<file path="src/rtl/regfile_wb_arbiter_pkg.sv">
// regfile_wb_arbiter_pkg
//   Shared definitions for the register-file writeback arbiter:
//   default data/index widths, the SP register index, and the
//   grant_id encoding reported on the arbiter's grant_id output.
package regfile_wb_arbiter_pkg;

    localparam int unsigned DATA_W_DEF = 8;
    localparam int unsigned ADDR_W_DEF = 2;

    // The stack pointer lives in R3.
    localparam logic [1:0] SP_IDX = 2'd3;

    typedef enum logic [1:0] {
        GNT_NONE = 2'd0,
        GNT_SP   = 2'd1,
        GNT_LD   = 2'd2,
        GNT_ALU  = 2'd3
    } grant_t;

endpackage

</file>
<file path="src/rtl/regfile_wb_arbiter_age.sv">
// wb_age_counter
//   Saturating count of consecutive cycles a writeback requester has been
//   pending without being accepted. starve goes high once the count
//   reaches STARVE_LIMIT, promoting the requester above fixed priority.
//
//   clk     in   clock
//   rst     in   asynchronous active-low reset (count -> 0)
//   inc     in   requester pending and not accepted this cycle
//   clr     in   requester accepted or not requesting this cycle
//   starve  out  count >= STARVE_LIMIT
module wb_age_counter
    import regfile_wb_arbiter_pkg::*;
#(
    parameter int unsigned AGE_W        = 3,
    parameter int unsigned STARVE_LIMIT = 4
) (
    input  logic clk,
    input  logic rst,
    input  logic inc,
    input  logic clr,
    output logic starve
);

    logic [AGE_W-1:0] age;

    always_ff @(posedge clk or negedge rst) begin
        if (!rst) begin
            age <= '0;
        end else if (clr) begin
            age <= '0;
        end else if (inc && (age != '1)) begin
            age <= age + AGE_W'(1);
        end
    end

    assign starve = (age >= AGE_W'(STARVE_LIMIT));

endmodule

</file>
<file path="src/rtl/regfile_wb_arbiter.sv">
// regfile_wb_arbiter
//   Shares the register file's single write port among the SP update unit,
//   the load unit and the ALU. Fixed priority SP > LOAD > ALU, overridden
//   by per-requester aging so LOAD and ALU cannot starve. The winner is
//   registered and drives the register file write port directly, so a
//   write is performed one edge after the grant edge.
//
//   Optional feature: define WB_FORWARD_EN to add fwd_valid/fwd_rd/fwd_data,
//   a copy of the in-flight write for decode-stage bypassing.
//
//   clk, rst                 clock, asynchronous active-low reset
//   sp_req/sp_data/sp_ack    SP writeback (destination always R3)
//   ld_req/ld_rd/ld_data/ld_ack      load writeback
//   alu_req/alu_rd/alu_data/alu_ack  ALU writeback
//   wenabel/rd/write_data    registered register-file write port
//   grant_id                 registered source of the current write (0 none)
//   fwd_valid/fwd_rd/fwd_data (WB_FORWARD_EN only) in-flight write
module regfile_wb_arbiter
    import regfile_wb_arbiter_pkg::*;
#(
    parameter int unsigned DATA_W       = DATA_W_DEF,
    parameter int unsigned ADDR_W       = ADDR_W_DEF,
    parameter int unsigned STARVE_LIMIT = 4,
    parameter int unsigned AGE_W        = 3
) (
    input  logic              clk,
    input  logic              rst,
    input  logic              sp_req,
    input  logic [DATA_W-1:0] sp_data,
    output logic              sp_ack,
    input  logic              ld_req,
    input  logic [ADDR_W-1:0] ld_rd,
    input  logic [DATA_W-1:0] ld_data,
    output logic              ld_ack,
    input  logic              alu_req,
    input  logic [ADDR_W-1:0] alu_rd,
    input  logic [DATA_W-1:0] alu_data,
    output logic              alu_ack,
    output logic              wenabel,
    output logic [ADDR_W-1:0] rd,
    output logic [DATA_W-1:0] write_data,
    output logic [1:0]        grant_id
`ifdef WB_FORWARD_EN
    ,
    output logic              fwd_valid,
    output logic [ADDR_W-1:0] fwd_rd,
    output logic [DATA_W-1:0] fwd_data
`endif
);

    if (((2 ** AGE_W) - 1) < STARVE_LIMIT) begin : g_age_check
        $error("AGE_W too narrow to reach STARVE_LIMIT");
    end

    grant_t sel;
    logic   ld_starve;
    logic   alu_starve;

    // Aged requesters are checked before SP; acks are held low in reset.
    always_comb begin
        sel = GNT_NONE;
        if (!rst) begin
            sel = GNT_NONE;
        end else if (ld_starve && ld_req) begin
            sel = GNT_LD;
        end else if (alu_starve && alu_req) begin
            sel = GNT_ALU;
        end else if (sp_req) begin
            sel = GNT_SP;
        end else if (ld_req) begin
            sel = GNT_LD;
        end else if (alu_req) begin
            sel = GNT_ALU;
        end
    end

    assign sp_ack  = (sel == GNT_SP);
    assign ld_ack  = (sel == GNT_LD);
    assign alu_ack = (sel == GNT_ALU);

    wb_age_counter #(
        .AGE_W        (AGE_W),
        .STARVE_LIMIT (STARVE_LIMIT)
    ) u_ld_age (
        .clk    (clk),
        .rst    (rst),
        .inc    (ld_req && !ld_ack),
        .clr    (!ld_req || ld_ack),
        .starve (ld_starve)
    );

    wb_age_counter #(
        .AGE_W        (AGE_W),
        .STARVE_LIMIT (STARVE_LIMIT)
    ) u_alu_age (
        .clk    (clk),
        .rst    (rst),
        .inc    (alu_req && !alu_ack),
        .clr    (!alu_req || alu_ack),
        .starve (alu_starve)
    );

    // rd/write_data hold their last value when nothing is granted.
    always_ff @(posedge clk or negedge rst) begin
        if (!rst) begin
            wenabel    <= 1'b0;
            rd         <= '0;
            write_data <= '0;
            grant_id   <= GNT_NONE;
        end else begin
            wenabel  <= (sel != GNT_NONE);
            grant_id <= sel;
            case (sel)
                GNT_SP: begin
                    rd         <= ADDR_W'(SP_IDX);
                    write_data <= sp_data;
                end
                GNT_LD: begin
                    rd         <= ld_rd;
                    write_data <= ld_data;
                end
                GNT_ALU: begin
                    rd         <= alu_rd;
                    write_data <= alu_data;
                end
                default: ;
            endcase
        end
    end

`ifdef WB_FORWARD_EN
    assign fwd_valid = wenabel;
    assign fwd_rd    = rd;
    assign fwd_data  = write_data;
`endif

endmodule

</file>
<file path="config.mk">
export PLATFORM = sky130hd
export DESIGN_NAME = regfile_wb_arbiter
export DESIGN_NICKNAME = d
export VERILOG_FILES = /design/src/rtl/regfile_wb_arbiter_pkg.sv /design/src/rtl/regfile_wb_arbiter_age.sv /design/src/rtl/regfile_wb_arbiter.sv
export SDC_FILE = /design/constraint.sdc
export NUM_CORES = 1
export LEC_CHECK = 0
export CORE_UTILIZATION = 30
export CTS_CLUSTER_DIAMETER = 50
export DETAILED_ROUTE_END_ITERATION = 6
export PLACE_DENSITY = 0.67
export SYNTH_ARGS = -nofsm -noshare
export SYNTH_HDL_FRONTEND = slang
export SYNTH_SLANG_ARGS = --single-unit
</file>
<file path="constraint.sdc">
create_clock -name clk -period 2 [get_ports clk]
set_input_delay 0.5 -clock clk [delete_from_list [all_inputs] [get_ports clk]]
set_output_delay 0.5 -clock clk [all_outputs]
set_load 0.01 [all_outputs]
</file>
==> out/metrics.yaml, run 1 <==
syn_area_per_cell_um2: 10.6
ir_drop_mv: 0.361
clk_pin_slew_ps: 100
final_cells: 205
cts.sinks: 19
floorplan.die_area_um2: 3740
clock_latency_ps: 290
required_ps: 1500
crit-reg2reg-launch: "u_ld_age.age[2]"
dr.first_iter.drc_count: 13
dp_hpwl_um: 2160
met3_length_um: 267
p_leak_nw: 0.719
final_cell_mix: "41 x clkdlybuf4s50_1, 17 x dfrtp_1, 16 x nor2_1, 13 x buf_4, 8 x a22oi_1"
cts_made_buffers: 3
drt-vias-per-instance: 4.76
seq_area_frac_synth_pct: 45.3
wl_per_cell_um: 13.0
wl_met1_um: 1040
grt_max_degree: 17
arrival_ps: 1420
drt_wl_total_um: 2660
hold_buffers: 0
crit_start: "sp_req"
maxCapViolations: 0
critPathCaptureType: "output pin"
hold_class: "input port to async pin"
cts_max_level: 1
clock-root-buffer: "clkbuf_4"
power_density_nw_per_um2: 609
slew_headroom_pct: 75.9
cts_buffer_depth: 2
fp-row-count: 21
yosys_warnings: 0
final.period_utilization_pct: 96.2
outcome: "finished clean"
num_vias: 975
cts_tree: "done"
dp_cells: 200
gp_congestion: 0.728
worst-r2r-setup-slack_ps: 490
fmax_mhz: 520
syn_inst: 99
crit_type: "input port to output pin"
start_kind: "input port"
grt_pass1_wl_um: 4250
setup_violations: 0
period_minus_slack_ps: 1920
grt_pass1_vias: 983
syn_to_final_growth_pct: 59.4
gr-usage-all-layers_pct: 15.5
path_max_fanout: 7
ant_nets: 0
highest_layer: "met4"
die-height_um: 61.2
hold_viol: 0
ys_types: 30
num_antenna_cells: 0
firstDrtPassIters: 4
finalMaxSlewViolations: 0
initial_core_util_pct: 31.5
io_pins: 49
synth_area_um2: 1050
antenna_found_initial: 0
wl_met2_um: 1340
grt_setup_unrepaired: "no"
yosys_register_bits: 19
die_w_um: 61.2
final_nets: 197
final_common_cell: "clkdlybuf4s50_1"
finClkSkew_ps: 0.580
worst_slack_ps: 75.5
core-area_um2: 3340
drive_gt1_share_pct: 23.9
numPortBuffers: 48
post-place-ws_ps: -535
grt-ovfl-total: 0
syn_nets: 136
tightest_slew_ps: 361
drc: 0
cell type report:
type / instances / area (um^2)
clock buffers: 4 / 26.3
fillers: 345 / 1660
inverters: 4 / 15.0
multi-input cells: 71 / 532
flip-flops and latches: 19 / 478
well taps: 46 / 57.6
repair buffers: 61 / 564
power breakdown:
group / leakage (nW) / internal (mW) / total (mW) / switching (mW)
Sequential: 0.228 / 0.435 / 0.465 / 0.0304
Clock: 0.0150 / 0.0774 / 0.191 / 0.113
Combinational: 0.476 / 0.209 / 0.363 / 0.154
Total: 0.719 / 0.722 / 1.02 / 0.298
critical path, cell delays in order:
cell and delay (ps):
clkdlybuf4s15_2 250, buf_4 150, nor2_1 80, o21a_1 150, dlygate4sd2_1 290
per-layer routing:
| metal | vias up | track usage, % |
|---|---|---|
| met4 | 0 | 4.87 |
| met1 | 459 | 18.3 |
| met3 | 2 | 5.46 |
| li1 | 475 | - |
| met2 | 39 | 26.4 |
| met5 | - | 0 |
metrics by stage:
stage	instance area, um^2	utilization, %	TNS [ps]	total power, mW	hold WS [ps]
4_1_cts	1670	50.2	0	1.03	346
3_5_place_dp	1640	49.2	-2840	0.842	511
3_3_place_gp	1640	49.2	-2220	0.828	501
5_1_grt	1670	50.1	0	1.08	346
6_report	1670	50.1	0	1.02	344
2_1_floorplan	1050	-	0	0.626	204
cell usage after synthesis:
cell type / instances / area, um^2
nand2b_2: 1 / 8.76
mux2i_1: 4 / 40.0
o21ai_1: 4 / 20.0
o21ai_2: 6 / 52.6
nor2_1: 16 / 60.1
nand2_1: 1 / 3.75
o21bai_1: 1 / 7.51
xor2_1: 2 / 17.5
buf_4: 2 / 15.0
o31a_1: 1 / 8.76
a21o_1: 1 / 7.51
a32o_1: 2 / 20.0
clkbuf_1: 1 / 3.75
buf_2: 1 / 5.00
inv_2: 1 / 3.75
a221oi_1: 1 / 8.76
nand2b_1: 4 / 25.0
a21oi_1: 2 / 10.0
and2_1: 1 / 6.26
a21boi_1: 1 / 7.51
o21a_1: 1 / 7.51
a21oi_2: 6 / 52.6
a22oi_1: 8 / 60.1
a32oi_4: 1 / 27.5
buf_6: 1 / 11.3
o21ai_0: 2 / 10.0
ha_1: 4 / 50.1
inv_1: 3 / 11.3
a22oi_2: 1 / 12.5
dfrtp_1: 19 / 475
path summary, 6_finish.rpt:
check / end / depth (start not counted)
max: alu_ack / 5
min in group clk: write_data[6] / 2
min: u_alu_age.age[2] / 2
min reg2reg: write_data[6] / 2
max in group asynchronous: u_ld_age.age[2] / 2
max reg2reg: rd[1] / 5
state kept, by name, indices dropped and copies added, names as in the netlist:
register	flops
u_alu_age.age	3
wenabel	1
u_ld_age.age	3
rd	2
write_data	8
grant_id	2
logic make-up (layout without fill, tap and decap cells):
family,Yosys count,in the layout,synth area share [%]
compound gates,38,38,29.8
xor+xnor,2,2,1.67
fa+ha+maj,4,4,4.77
buf+inv,9,69,4.77
flops,19,19,45.3
mux,4,4,3.81
simple gates,23,23,9.89
what timing repair did:
item                                    4_1_cts  5_1_grt
gates resized for setup                      14        3
setup buffers                                 0        1
endpoints found under the setup margin        3        2
Power figures use the tool's default switching activity.
==> inputs of run 2 (changes only) <==
ABC_AREA = 0   (was not set)
==> results of run 2 <==
The final DEF is identical to that of run 1; final timing and power are the same.
